File: config.mk
export PLATFORM = sky130hd
export DESIGN_NAME = mc_cpu_core_flat
export DESIGN_NICKNAME = d
export VERILOG_FILES = /design/src/rtl/mc_cpu_core_if.sv /design/src/rtl/mc_cpu_core.sv /design/src/flat_wrapper.sv
export SDC_FILE = /design/constraint.sdc
export NUM_CORES = 1
export LEC_CHECK = 0
export CORE_MARGIN = 8
export CORE_UTILIZATION = 44
export CTS_BUF_LIST = sky130_fd_sc_hd__clkbuf_8
export DETAILED_ROUTE_END_ITERATION = 7
export HOLD_SLACK_MARGIN = 0.06
export PLACE_DENSITY = 0.75
export SLEW_MARGIN = 5
export SYNTH_ARGS = -nofsm -noshare
export SYNTH_HDL_FRONTEND = slang
export SYNTH_SLANG_ARGS = --single-unit
File: constraint.sdc
create_clock -name CLK -period 15.4 [get_ports CLK]
set_input_delay 3.08 -clock CLK [delete_from_list [all_inputs] [get_ports CLK]]
set_output_delay 3.08 -clock CLK [all_outputs]
set_load 0.02 [all_outputs]
File: src/rtl/mc_cpu_core_if.sv
// Bus bundle for mc_cpu_core: instruction fetch port and data memory port,
// each stalled by its own busywait input.
interface mc_cpu_core_if #(
  parameter int DATA_W = 8
);
  logic [31:0]       PC;
  logic [31:0]       INSTRUCTION;
  logic              INSTR_BUSYWAIT;
  logic              READ_MEMORY;
  logic              WRITE_MEMORY;
  logic [DATA_W-1:0] ADDRESS;
  logic [DATA_W-1:0] WRITEDATA;
  logic [DATA_W-1:0] READDATA;
  logic              BUSYWAIT;
  logic              HALTED;

  modport master (
    output PC, READ_MEMORY, WRITE_MEMORY, ADDRESS, WRITEDATA, HALTED,
    input  INSTRUCTION, INSTR_BUSYWAIT, READDATA, BUSYWAIT
  );

  modport slave (
    input  PC, READ_MEMORY, WRITE_MEMORY, ADDRESS, WRITEDATA, HALTED,
    output INSTRUCTION, INSTR_BUSYWAIT, READDATA, BUSYWAIT
  );
endinterface

File: src/rtl/mc_cpu_core.sv
// Multi-cycle FETCH/EXEC/MEM core; ALU/branch 2 cycles, load/store 3 + BUSYWAIT cycles, fetch stalls on INSTR_BUSYWAIT.
// ILLEGAL_TRAP_EN: an undefined opcode parks the core in HALT until reset; otherwise it is a NOP.
module mc_cpu_core #(
  parameter int          DATA_W    = 8,
  parameter int          REG_COUNT = 8,
  parameter logic [31:0] RESET_PC  = 32'h0
) (
  input logic           CLK,
  input logic           RESET_N,
  mc_cpu_core_if.master bus
);
  localparam int          IDX_W = (REG_COUNT > 1) ? $clog2(REG_COUNT) : 1;
  localparam logic [31:0] DW    = 32'(DATA_W);

  localparam logic [7:0] OP_LOADI = 8'h00, OP_MOV = 8'h01, OP_ADD = 8'h02, OP_SUB = 8'h03,
                         OP_AND   = 8'h04, OP_OR  = 8'h05, OP_J   = 8'h06, OP_BEQ = 8'h07,
                         OP_BNE   = 8'h08, OP_MULT = 8'h09, OP_SLL = 8'h0A, OP_SRL = 8'h0B,
                         OP_SRA   = 8'h0C, OP_ROR = 8'h0D, OP_LWD = 8'h0E, OP_LWI = 8'h0F,
                         OP_SWD   = 8'h10, OP_SWI = 8'h11;

  typedef enum logic [1:0] {
    S_FETCH,
    S_EXEC,
    S_MEM
`ifdef ILLEGAL_TRAP_EN
    , S_HALT
`endif
  } state_t;

  state_t            r_state, w_next_state;
  logic [31:0]       r_pc, r_ir, w_pc_next;
  logic [DATA_W-1:0] r_regs [REG_COUNT];
  logic [DATA_W-1:0] r_address, r_writedata;
  logic              r_read, r_write;

  logic [7:0]        w_op, w_imm, w_off;
  logic [IDX_W-1:0]  w_rd, w_rs1, w_rs2;
  logic [DATA_W-1:0] w_opa, w_rs2v, w_opb, w_alu, w_reg_wdat;
  logic [31:0]       w_amt, w_sra_amt, w_ror_amt, w_pc4, w_target;
  logic              w_use_imm, w_is_reg_op, w_is_load, w_is_store, w_taken;
  logic              w_ir_load, w_reg_we, w_mem_start, w_mem_done;
  logic              w_unused;

  assign w_op  = r_ir[31:24];
  assign w_off = r_ir[23:16];
  assign w_imm = r_ir[7:0];
  assign w_rd  = r_ir[16 +: IDX_W];
  assign w_rs1 = r_ir[8 +: IDX_W];
  assign w_rs2 = r_ir[0 +: IDX_W];
  assign w_unused = ^r_ir[15:8];

  assign w_opa     = r_regs[w_rs1];
  assign w_rs2v    = r_regs[w_rs2];
  assign w_use_imm = (w_op == OP_LOADI) || (w_op == OP_LWI) || (w_op == OP_SWI) ||
                     ((w_op >= OP_SLL) && (w_op <= OP_ROR));
  assign w_opb     = w_use_imm ? DATA_W'(w_imm) : w_rs2v;

  assign w_is_reg_op = (w_op <= OP_OR) || ((w_op >= OP_MULT) && (w_op <= OP_ROR));
  assign w_is_load   = (w_op == OP_LWD) || (w_op == OP_LWI);
  assign w_is_store  = (w_op == OP_SWD) || (w_op == OP_SWI);

  // Shift amount is the raw 8-bit immediate, interpreted against DATA_W
  assign w_amt     = {24'd0, w_imm};
  assign w_sra_amt = (w_amt > DW - 32'd1) ? (DW - 32'd1) : w_amt;
  assign w_ror_amt = w_amt % DW;

  always_comb begin
    w_alu = w_opb;
    case (w_op)
      OP_ADD:  w_alu = w_opa + w_opb;
      OP_SUB:  w_alu = w_opa - w_opb;
      OP_AND:  w_alu = w_opa & w_opb;
      OP_OR:   w_alu = w_opa | w_opb;
      OP_MULT: w_alu = w_opa * w_opb;
      OP_SLL:  w_alu = (w_amt >= DW) ? '0 : (w_opa << w_amt);
      OP_SRL:  w_alu = (w_amt >= DW) ? '0 : (w_opa >> w_amt);
      OP_SRA:  w_alu = $signed(w_opa) >>> w_sra_amt;
      OP_ROR:  w_alu = (w_opa >> w_ror_amt) | (w_opa << (DW - w_ror_amt));
      default: ;
    endcase
  end

  assign w_pc4    = r_pc + 32'd4;
  assign w_target = w_pc4 + {{22{w_off[7]}}, w_off, 2'b00};
  assign w_taken  = (w_op == OP_J) ||
                    ((w_op == OP_BEQ) && (w_opa == w_rs2v)) ||
                    ((w_op == OP_BNE) && (w_opa != w_rs2v));

`ifdef ILLEGAL_TRAP_EN
  logic w_is_defined;
  assign w_is_defined = (w_op <= OP_SWI);
`endif

  always_comb begin
    w_next_state = r_state;
    w_pc_next    = r_pc;
    w_ir_load    = 1'b0;
    w_reg_we     = 1'b0;
    w_reg_wdat   = w_alu;
    w_mem_start  = 1'b0;
    w_mem_done   = 1'b0;
    case (r_state)
      S_FETCH: begin
        if (!bus.INSTR_BUSYWAIT) begin
          w_ir_load    = 1'b1;
          w_next_state = S_EXEC;
        end
      end
      S_EXEC: begin
        if (w_is_load || w_is_store) begin
          w_mem_start  = 1'b1;
          w_next_state = S_MEM;
        end
`ifdef ILLEGAL_TRAP_EN
        else if (!w_is_defined) begin
          w_next_state = S_HALT;
        end
`endif
        else begin
          w_reg_we     = w_is_reg_op;
          w_pc_next    = w_taken ? w_target : w_pc4;
          w_next_state = S_FETCH;
        end
      end
      S_MEM: begin
        if (!bus.BUSYWAIT) begin
          w_mem_done   = 1'b1;
          w_reg_we     = r_read;
          w_reg_wdat   = bus.READDATA;
          w_pc_next    = w_pc4;
          w_next_state = S_FETCH;
        end
      end
      default: w_next_state = r_state;
    endcase
  end

  always_ff @(posedge CLK or negedge RESET_N) begin
    if (!RESET_N) r_state <= S_FETCH;
    else          r_state <= w_next_state;
  end

  always_ff @(posedge CLK or negedge RESET_N) begin
    if (!RESET_N) begin
      r_pc        <= RESET_PC;
      r_ir        <= '0;
      r_address   <= '0;
      r_writedata <= '0;
      r_read      <= 1'b0;
      r_write     <= 1'b0;
      for (int i = 0; i < REG_COUNT; i++) r_regs[i] <= '0;
    end else begin
      r_pc <= w_pc_next;
      if (w_ir_load) r_ir <= bus.INSTRUCTION;
      if (w_reg_we)  r_regs[w_rd] <= w_reg_wdat;
      if (w_mem_start) begin
        r_address   <= w_alu;
        r_writedata <= w_opa;
        r_read      <= w_is_load;
        r_write     <= w_is_store;
      end else if (w_mem_done) begin
        r_read  <= 1'b0;
        r_write <= 1'b0;
      end
    end
  end

  assign bus.PC           = r_pc;
  assign bus.READ_MEMORY  = r_read;
  assign bus.WRITE_MEMORY = r_write;
  assign bus.ADDRESS      = r_address;
  assign bus.WRITEDATA    = r_writedata;
`ifdef ILLEGAL_TRAP_EN
  assign bus.HALTED = (r_state == S_HALT);
`else
  assign bus.HALTED = 1'b0;
`endif
endmodule

File: src/flat_wrapper.sv
// flat-port wrapper written by rule: the top's interface ports become plain ports
module mc_cpu_core_flat 
#(
  parameter int          DATA_W    = 8,
  parameter int          REG_COUNT = 8,
  parameter logic [31:0] RESET_PC  = 32'h0
)
  (CLK, RESET_N, bus_PC, bus_READ_MEMORY, bus_WRITE_MEMORY, bus_ADDRESS, bus_WRITEDATA, bus_HALTED, bus_INSTRUCTION, bus_INSTR_BUSYWAIT, bus_READDATA, bus_BUSYWAIT);
  mc_cpu_core_if #(.DATA_W(DATA_W)) bus_i ();
  input logic CLK;
  input logic RESET_N;
  output wire logic [$bits(bus_i.PC)-1:0] bus_PC;
  output wire logic [$bits(bus_i.READ_MEMORY)-1:0] bus_READ_MEMORY;
  output wire logic [$bits(bus_i.WRITE_MEMORY)-1:0] bus_WRITE_MEMORY;
  output wire logic [$bits(bus_i.ADDRESS)-1:0] bus_ADDRESS;
  output wire logic [$bits(bus_i.WRITEDATA)-1:0] bus_WRITEDATA;
  output wire logic [$bits(bus_i.HALTED)-1:0] bus_HALTED;
  input wire logic [$bits(bus_i.INSTRUCTION)-1:0] bus_INSTRUCTION;
  input wire logic [$bits(bus_i.INSTR_BUSYWAIT)-1:0] bus_INSTR_BUSYWAIT;
  input wire logic [$bits(bus_i.READDATA)-1:0] bus_READDATA;
  input wire logic [$bits(bus_i.BUSYWAIT)-1:0] bus_BUSYWAIT;
  assign bus_PC = bus_i.PC;
  assign bus_READ_MEMORY = bus_i.READ_MEMORY;
  assign bus_WRITE_MEMORY = bus_i.WRITE_MEMORY;
  assign bus_ADDRESS = bus_i.ADDRESS;
  assign bus_WRITEDATA = bus_i.WRITEDATA;
  assign bus_HALTED = bus_i.HALTED;
  assign bus_i.INSTRUCTION = bus_INSTRUCTION;
  assign bus_i.INSTR_BUSYWAIT = bus_INSTR_BUSYWAIT;
  assign bus_i.READDATA = bus_READDATA;
  assign bus_i.BUSYWAIT = bus_BUSYWAIT;
  mc_cpu_core #(.DATA_W(DATA_W), .REG_COUNT(REG_COUNT), .RESET_PC(RESET_PC)) u_core (.CLK(CLK), .RESET_N(RESET_N), .bus(bus_i));
endmodule
==> results.toml <==
[timing]
clock.fmax_mhz = 135
tns_ps = 0
min_period_ps = 7420
drv_slew = 0
hold_viol = 0
rsz0062_at_grt = "no"
period_share_pct = 48.2
fin_worst_skew_ps = 24.0
worst_pin_slew_ps = 1240
slew_headroom_pct = 17.0
finalSetupViolCount = 0
holdWs_ps = 488

[setup_path]
arrival_ps = 7770
critPathMaxFanout = 26
critPathSlowestCell = "dfrtp_1"
worst_path_most_repeated_cell = "fa_1"
cp.required_ps = 15750
slowest_delay_ps = 700
crit_chain = "nor4b_2, o21ai_1, a21oi_1, buf_4, nor3_1, nor2_1, nand2_1, fa_1, fa_1, inv_1, fa_1, inv_1, fa_1, inv_1, ha_1, xor2_1, a311oi_1, a211oi_1, nand4_1, o21ai_0, o21ai_1, mux2_2"
endpoint_kind = "flop"
critPathKind = "flop to flop"
start_kind = "flop"

[clock_tree]
cts_num_sinks = 141
clockRootBuffer = "clkbuf_8"
cts.htree.levels = 4
clockBufferDepth = 2
clock_latency_ps = 470
post-cts-setup-buffers = 0
numCtsBuffers = 17
ctsResizeCount = 0
cts_tree = "built"
cts.clk_slew.worst_paths_ps = 80
hold_buffers = 0

[drt]
drt_iter0_markers = 965
met2_length_um = 19200
m1WireLength_um = 16700
routed.top_layer = "met4"
drc_errors = 0
wirelength_um = 40600
routedWlPerCell_um = 22.0
ant_nets = 0
vias_per_cell = 6.32
via_count = 11654
route.met3.wl_um = 3030
firstDrtPassIters = 7

[power_and_ir_drop]
ir_worst_vdd_mv = 0.0473
leakage_nw = 6.19
p_per_area_nw_per_um2 = 46.1

[floorplanning]
dieArea_um2 = 35900
coreArea_um2 = 29600
fp.dieW_um = 189
io_pins = 95
initial_core_util_pct = 44.6
die_y_um = 189
placementRows = 63

[logic_synthesis]
synth_top_area_cell = "dfrtp_1"
mappedNetlistArea_um2 = 13200
postSynthCellCount = 1398
synth_top_area_share_pct = 26.7
ys.flop_type = "dfrtp_1"
ys_seq_area_share_pct = 26.7
syn_avg_cell_area_um2 = 9.46
synth_warnings = 0
postSynth.asyncResetShare_pct = 100
ys_ff_latch = 141
synth-edff-count = 0
yosys-top-cells-area = "dfrtp_1, mux4_2, mux2_2, ha_1, nand2_1"
ys_types = 90

[placed_design]
place.gp.congestion = 0.995
placed_cells = 1812
place_hpwl_um = 29600
port_buffers = 86

[global_route]
antenna_found_initial = 1
grt_pass1_wl_um = 64500
grt_max_degree = 90
grt_pass1_vias = 11536
track_usage_pct = 22.6
grt_overflow = 0

[cells_and_area]
syn_to_final_growth_pct = 11.3
nets = 1560
final-instance-count-excl-fill = 1845
drive_gt1_share_pct = 16.1

[worst_hold_path]
hold_class = "flop to flop"

[outcome]
status = "complete, no violations"

[job]
drv_cap = 0
-- sequential cells by signal, indices dropped and copies added (netlist names) --
signal,flops
u_core.bus.PC,30
u_core.bus.WRITEDATA,8
u_core.bus.WRITE_MEMORY,1
u_core.bus.ADDRESS,8
u_core.r_state,2
u_core.r_regs,64
u_core.r_ir,27
u_core.bus.READ_MEMORY,1
-- worst max-delay path, delay by kind of cell, from the launching register on --
| kind | cells | cell delay (ps) |
|---|---|---|
| buffers and inverters | 4 | 360 |
| multiplexers | 1 | 350 |
| AO/OA/AOI/OAI | 6 | 1810 |
| XOR/XNOR | 1 | 200 |
| flip-flops | 1 | 700 |
| adder cells (fa/ha/maj) | 5 | 2280 |
| AND/OR/NAND/NOR | 5 | 1580 |
-- metrics by stage --
| step | util, % | setup slack (ps) | power [mW] | cell area, µm² |
|---|---|---|---|---|
| floorplan | - | 9310 | 0.379 | 13200 |
| global placement | 48.4 | 8170 | 0.397 | 14300 |
| detailed placement | 48.4 | 8090 | 0.397 | 14300 |
| CTS | 49.7 | 8080 | 0.690 | 14700 |
| global route | 49.7 | 7460 | 0.705 | 14700 |
| finish | 49.7 | 7980 | 0.679 | 14700 |
-- layout make-up --
cell class | count | area, µm²
flip-flops and latches | 141 | 3530
clock buffers | 17 | 234
clock inverters | 15 | 148
inverters | 56 | 210
diodes | 1 | 2.50
well taps | 390 | 488
fillers | 2745 | 14900
multi-input cells | 1116 | 9080
repair buffers | 109 | 1030
-- cell usage after synthesis (all sizes together) (4+ instances only) --
cell    count
o41ai       4
ha         61
xnor2      60
mux4       61
nor2       84
a21oi      78
nand2     148
mux2i      39
xor2       21
clkbuf     46
buf        41
nor2b      15
mux2       83
nor4b       7
o211ai     21
nor3b       7
nand4      18
nor4       10
nor3       32
a211oi     21
and4        4
nand3b      4
a31oi      17
or3         9
o21ai     113
and2        9
dfrtp     141
o21a        5
a211o       5
a21o       22
o21bai      6
fa         14
inv        56
o221ai      6
nand3      28
or4         8
a311oi      5
and3       15
or2         5
nand2b     14
o31ai       9
-- per-layer routing --
metal	vias to the layer above	global-route usage, %
met5	-	0
met4	0	11.0
met3	113	3.59
met2	540	36.8
met1	5690	28.8
li1	5311	-
-- cell families (layout without fill, tap and decap cells) --
logic type | after synthesis | in the layout | synth area share, %
compound gates | 351 | 351 | 17.6
xor+xnor | 83 | 83 | 5.70
fa+ha+maj | 75 | 75 | 7.89
buf+inv | 143 | 197 | 5.01
flops | 141 | 141 | 26.7
mux | 183 | 183 | 21.2
other cells | 1 | 4 | 0.0283
simple gates | 421 | 421 | 15.9
-- cells in the final DEF, fill, tap and decap left out, drive strengths merged, types with 10 or more instances in the layout --
cell type | netlist | routed
nand2b | 14 | 14
nor2 | 84 | 84
fa | 14 | 14
buf | 41 | 24
nand4 | 18 | 18
xnor2 | 60 | 60
ha | 61 | 61
inv | 56 | 64
o211ai | 21 | 21
nor3 | 32 | 32
a21o | 22 | 22
nor4 | 10 | 10
a211oi | 21 | 21
mux2 | 83 | 83
o21ai | 113 | 113
clkbuf | 46 | 17
nand2 | 148 | 148
nor2b | 15 | 15
mux4 | 61 | 61
dfrtp | 141 | 141
a21oi | 78 | 78
a31oi | 17 | 17
and3 | 15 | 15
clkdlybuf4s50 | 0 | 85
nand3 | 28 | 28
xor2 | 21 | 21
mux2i | 39 | 39
-- report_power, final --
| group | internal (mW) | leakage, nW | switching, mW | total [mW] |
|---|---|---|---|---|
| Clock | 0.120 | 0.189 | 0.171 | 0.290 |
| Sequential | 0.370 | 1.91 | 0 | 0.370 |
| Combinational | 0.00873 | 4.09 | 0.0102 | 0.0189 |
-- path summary, 6_finish.rpt --
| check | start | end | slack [ps] | cells past startpoint |
|---|---|---|---|---|
| max | u_core.r_ir[25]$_DFFE_PN0P_ | u_core.r_regs[30]$_DFFE_PN0P_ | 7980 | 22 |
| min | u_core.bus.WRITEDATA[4]$_DFFE_PN0P_ | u_core.bus.WRITEDATA[4]$_DFFE_PN0P_ | 490 | 2 |
| max reg2reg | u_core.r_ir[25]$_DFFE_PN0P_ | u_core.r_regs[30]$_DFFE_PN0P_ | 7980 | 22 |
| min reg2reg | u_core.bus.WRITEDATA[4]$_DFFE_PN0P_ | u_core.bus.WRITEDATA[4]$_DFFE_PN0P_ | 490 | 2 |
| max in group asynchronous | RESET_N | u_core.r_ir[0]$_DFFE_PN0P_ | 11590 | 2 |
| min in group asynchronous | RESET_N | u_core.r_regs[45]$_DFFE_PN0P_ | 2660 | 1 |
Note: power is estimated with default switching activity, not from simulation.
